$ cat config.mk
export PLATFORM = sky130hd
export DESIGN_NAME = skid_reg
export DESIGN_NICKNAME = d
export VERILOG_FILES = /design/src/rtl/skid_reg.sv
export SDC_FILE = /design/constraint.sdc
export NUM_CORES = 1
export LEC_CHECK = 0
export ABC_AREA = 0
export CORE_AREA = 2 2 39 41
export CTS_CLUSTER_SIZE = 40
export DETAILED_ROUTE_END_ITERATION = 12
export DIE_AREA = 0 0 41 43
export PLACE_DENSITY_LB_ADDON = 0.12
export SYNTH_ARGS = -nofsm -noshare
export SYNTH_HDL_FRONTEND = slang
export SYNTH_SLANG_ARGS = --single-unit
$ cat constraint.sdc
create_clock -name clk_i -period 1.75 [get_ports clk_i]
set_input_delay 0.175 -clock clk_i [delete_from_list [all_inputs] [get_ports clk_i]]
set_output_delay 0.175 -clock clk_i [all_outputs]
set_load 0.03 [all_outputs]
$ cat src/rtl/skid_reg.sv
// skid_reg: two-entry register slice with fully registered valid/ready and synchronous flush
`ifndef REG_DLY
`define REG_DLY
`endif

module skid_reg #(
    parameter int DATA_WIDTH = 1
) (
    input  logic                  clk_i,
    input  logic                  rst_n_i,
    input  logic                  flush_i,
    input  logic                  valid_i,
    output logic                  ready_o,
    input  logic [DATA_WIDTH-1:0] dat_i,
    output logic                  valid_o,
    input  logic                  ready_i,
    output logic [DATA_WIDTH-1:0] dat_o,
    output logic [1:0]            cnt_o
);
    typedef enum logic [1:0] {EMPTY = 2'd0, ONE = 2'd1, FULL = 2'd2} state_t;

    state_t                state_q, state_d;
    logic [DATA_WIDTH-1:0] skid_q;
    logic                  in_fire, out_fire, main_en, skid_en, main_from_skid;

    assign valid_o  = state_q != EMPTY;
    assign ready_o  = state_q != FULL;
    assign cnt_o    = state_q;
    assign in_fire  = valid_i & ready_o;
    assign out_fire = valid_o & ready_i;

    // next occupancy and register enables; flush overrides every transfer in the same cycle
    always_comb begin
        state_d        = state_q;
        main_en        = 1'b0;
        skid_en        = 1'b0;
        main_from_skid = 1'b0;
        case (state_q)
            EMPTY: begin
                main_en = in_fire;
                state_d = in_fire ? ONE : EMPTY;
            end
            ONE: begin
                main_en = in_fire & out_fire;
                skid_en = in_fire & ~out_fire;
                state_d = (in_fire & ~out_fire) ? FULL : (~in_fire & out_fire) ? EMPTY : ONE;
            end
            FULL: begin
                main_en        = out_fire;
                main_from_skid = out_fire;
                state_d        = out_fire ? ONE : FULL;
            end
            default: state_d = EMPTY;
        endcase
        if (flush_i) begin
            state_d = EMPTY;
            main_en = 1'b0;
            skid_en = 1'b0;
        end
    end

    // occupancy register
    always_ff @(posedge clk_i or negedge rst_n_i) begin
        if (!rst_n_i) state_q <= EMPTY;
        else          state_q <= state_d;
    end

    // payload registers, written only when an entry actually moves
    always_ff @(posedge clk_i or negedge rst_n_i) begin
        if (!rst_n_i) begin
            dat_o  <= '0;
            skid_q <= '0;
        end else begin
            if (main_en) dat_o  <= `REG_DLY (main_from_skid ? skid_q : dat_i);
            if (skid_en) skid_q <= `REG_DLY dat_i;
        end
    end

`ifndef SV_ASSRT_DISABLE
    a_handshake_known: assert property (@(posedge clk_i) disable iff (!rst_n_i) !$isunknown({valid_i, ready_i}));
`endif
endmodule

### Word level (Yosys, flattened, before mapping)

Cells that the tools add are included.

* equal/unequal tests: 3
* muxes and demuxes: 12
* bitwise gates (word level): 7
* reductions and logical operators: 2

Operators by type and width (number)
* $mux W1: 7
* $mux W2: 3
* $pmux W2 S3: 1
* $and A1 B1 Y1: 5
* $pmux W1 S3: 1
* $eq A2 B1 Y1 const B: 1
* $eq A2 B2 Y1 const B: 1
* $logic_not A2 Y1: 1
* $ne A2 B2 Y1 const B: 1
* $not A1 Y1: 2
* $reduce_bool A2 Y1: 1

* register bits: 4
* bits of input ports: 6
* output and inout port bits: 5
* logic and storage cells: 27

### Longest topological paths before layout

* word-level depth: 8
* gate-level depth with buffers: 7
* mapped depth without buffers: 7

### Worst setup path before layout

OpenSTA, ideal clock, no wires.

* path type: register to register
* from: register state_q[0], in the netlist cnt_o[0]
* to: register dat_o
* setup time: 0.125 ns
* arrival time: 1.784 ns
* data required time: 1.625 ns
* slack: -0.159 ns
* stages on the path, launching flop included: 7
* cells stage by stage: dfrtp_1 -> nand2b_1 -> and2_1 -> ha_1 -> nand4bb_1 -> o31ai_1 -> mux2_2

* longest elaborated chain between the ends: 5
* elaborated cells on any way between the ends: 12

Ends and longest elaborated chain
* start, declared: line 22 `state_t state_q, state_d;`
* start signal, assigned: line 65 `else state_q <= state_d;`
* $ne A2 B2 Y1 *: line 27 `assign ready_o = state_q != FULL;`
* via ready_o: line 13 `output logic ready_o,`
* $and A1 B1 Y1 *: line 29 `assign in_fire = valid_i & ready_o;`
* $and A1 B1 Y1: line 44 `main_en = in_fire & out_fire;`
* $pmux W1 S3 *: line 38 `case (state_q)`
* $mux W1 *: line 55 `if (flush_i) begin`
* end signal, assigned: line 74 `` if (main_en) dat_o <= `REG_DLY (main_from_skid ? skid_q : dat_i); ``
* end, declared: line 17 `output logic [DATA_WIDTH-1:0] dat_o,`

Mark *: on every way through the listed nets, which the timed path passes. The rest lies on a longest branch.
A chain may end at the register's enable or synchronous reset.

### Worst setup path after layout

* from: register state_q[0], in the netlist cnt_o[0]
* to: output port ready_o

* longest elaborated chain between the ends: 1

Ends and longest elaborated chain (line)
* $ne A2 B2 Y1: 27
* end, declared: 13

Every way passes these cells.

==> impl_metrics.toml <==
[sta]
finalCritPeriodShare_pct = 94.4
rsz0062_at_grt = "false"
maxSlewViolCount = 0
min_period_ns = 1.65
finalHoldViolCount = 0
relSlewSlack_pct = 78.8
setup_viol = 0
fin_tns_setup_ns = 0
worstMarginPinSlew_ns = 0.318
skew_ns = 0.00656
finalWorstSetupSlack_ns = 0.0988
fmaxAchievable_ghz = 0.606

[power]
p_switching_mw = 0.102
p_comb_share_pct = 31.5
p_seq_share_pct = 34.4
internal_power_mw = 0.257
vdd_drop_max_mv = 0.331
p_leak_nw = 0.186
clkPwrFrac_pct = 34.1
p_sw_share_pct = 28.5
powerDensity_mw_per_mm2 = 859

[logic_synthesis]
synth_nets = 32
ys_async_sr_fraction_pct = 100
yosysMostFrequentCell = "dfrtp_1"
synth_seq_cells = 4
synth_seq_area_share_pct = 38.1
ys.flop_type = "dfrtp_1"
yosysWarnings = 0
synth_cell_types = 16
synth_area_leaders = "dfrtp_1 38%, ha_1 9.5%, mux2_2 8.6%"
synth_cells = 24
synth_area_leader_cell = "dfrtp_1"
synth_edf_count = 0
postSynthAreaPerCell_um2 = 10.9
synth.top_cell.area_share_pct = 38.1
syn_area_um2 = 263

[cts]
h-tree-depth = 1
clock_path_buffers = 2
clock-root-buffer = "clkbuf_4"
cts_tree = "yes"
postCtsSetupRepairBufs = 0
clkLatencyLatePin_ns = 0.23
cts_made_buffers = 3
cts.clk_slew.worst_paths_ns = 0.04
cts.sinks = 4

[global_routing]
grt_pass1_wl_um = 855
grt-ovfl-total = 0
grtUsageTotal_pct = 7.76
antenna_found_initial = 0
grt_pass1_vias = 218
grt_start_max_net_pins = 9

[floorplan]
rows = 14
die_x_um = 41
io_pins = 11
die_y_um = 43
start_util_pct = 19.0
core_area_mm2 = 0.00138
dieArea_mm2 = 0.00176

[cells_and_area]
synthToLayoutAreaGrowth_pct = 59.0
nets = 47
post-route-util_pct = 30.2
diodes = 0
drive_above_1_share_pct = 23.7
fin_cells = 54

[placed_design]
port_buffers = 10
dpl.hpwl_um = 418
dp_slack_ns = 0.0754
gp_congestion = 0.631
post-place-cells = 50

[worst_setup_path]
critPathMaxFanout = 8
crit_required_ns = 1.57
setup.worst_path.end_class = "output port"
setup.worst_path.class = "reg2out"
cp-start-kind = "register"
worstPathArrival_ns = 1.48

[route]
drc = 0
vias = 218
vias_per_cell = 4.04
drt_iter0_markers = 2
firstDrtPassIters = 2
ant_nets = 0
drt_wl_total_um = 529
avgRoutedWirePerCell_um = 9.80

[job]
cap_violations = 0

[worst_hold_path]
hold_class = "in2async"

[run_status]
status = "complete, no violations"
## layer usage
| layer | GRT usage, % | up-vias | part of all wire (%) |
|---|---|---|---|
| met4 | 8.00 | 0 | 0 |
| li1 | - | 114 | - |
| met2 | 9.38 | 8 | 43 |
| met1 | 9.45 | 96 | 48 |
| met5 | 0 | - | 0 |
| met3 | 3.14 | 0 | 8.7 |
## per-stage QoR
| step | hold WS [ns] | cell area [um2] | power (mW) |
|---|---|---|---|
| 2_1_floorplan | -0.121 | 269 | 0.190 |
| 3_3_place_gp | 0.382 | 389 | 0.241 |
| 3_5_place_dp | 0.383 | 389 | 0.240 |
| 4_1_cts | 0.126 | 415 | 0.370 |
| 5_1_grt | 0.126 | 418 | 0.389 |
| 6_report | 0.135 | 418 | 0.359 |
## cells in the final DEF, fill, tap and decap left out
cell type        instances
clkdlybuf4s50_1          9
inv_1                    1
ha_1                     2
and2_1                   1
or2_4                    1
mux2i_1                  1
nand2b_2                 1
dlymetal6s2s_1           1
nand2_1                  1
mux2_1                   1
nor2_1                   2
and2b_2                  1
clkbuf_1                 1
nand3b_1                 2
nand4bb_1                1
mux2_2                   2
dfrtp_1                  3
a2bb2oi_1                2
o31ai_1                  1
clkbuf_4                 3
dfrtp_2                  1
## kinds of logic (layout without fill, tap and decap cells)
group / after synthesis / after routing / synth area share (%)
flip-flops: 4 / 4 / 38.1
AND/OR/NAND/NOR: 10 / 10 / 24.8
multiplexers: 4 / 4 / 16.7
AO/OA/AOI/OAI: 3 / 3 / 9.53
adder cells (fa/ha/maj): 2 / 2 / 9.52
buffers and inverters: 1 / 15 / 1.43
## area by class of cell
class / instances / area (um2)
tap: 16 / 20.0
fill: 144 / 966
sequential: 4 / 101
inverter: 1 / 3.75
clock buffer: 4 / 26.3
timing repair buffer: 10 / 103
multi-input combinational: 19 / 164
## critical path, cell delays in order (launching register included)
cell             delay [ns]
dfrtp_2                0.44
nand2b_2               0.21
clkdlybuf4s50_1        0.59
## final timing paths
kind | from | end | slack [ns] | depth (start not counted)
setup / recovery | cnt_o[0]$_DFF_PN0_ | ready_o | 0.1 | 2
setup reg to reg | cnt_o[1]$_DFF_PN0_ | dat_o$_DFFE_PN0P_ | 0.16 | 7
max in group asynchronous | rst_n_i | cnt_o[0]$_DFF_PN0_ | 1.44 | 1
hold reg to reg | dat_o$_DFFE_PN0P_ | dat_o$_DFFE_PN0P_ | 0.51 | 1
hold / removal | rst_n_i | cnt_o[1]$_DFF_PN0_ | 0.13 | 1
min in group clk_i | dat_o$_DFFE_PN0P_ | dat_o$_DFFE_PN0P_ | 0.51 | 1
## power groups by stage
stage          clock (mW)  combinational (mW)  sequential, mW
2_1_floorplan           0              0.0503           0.140
3_3_place_gp            0               0.117           0.124
3_5_place_dp            0               0.115           0.125
4_1_cts             0.131               0.115           0.123
5_1_grt             0.143               0.121           0.125
6_report            0.123               0.113           0.124
## flip-flops by register name, indices dropped and copies added, names as in the netlist
name and cells:
cnt_o 2, dat_o 1, skid_q 1
## timing repair
action / 4_1_cts / 5_1_grt
setup endpoints to repair: 0 / 1
gates resized for setup: 0 / 1
hold buffers: 0 / 0
No activity file was read; power rests on OpenSTA's default activity.
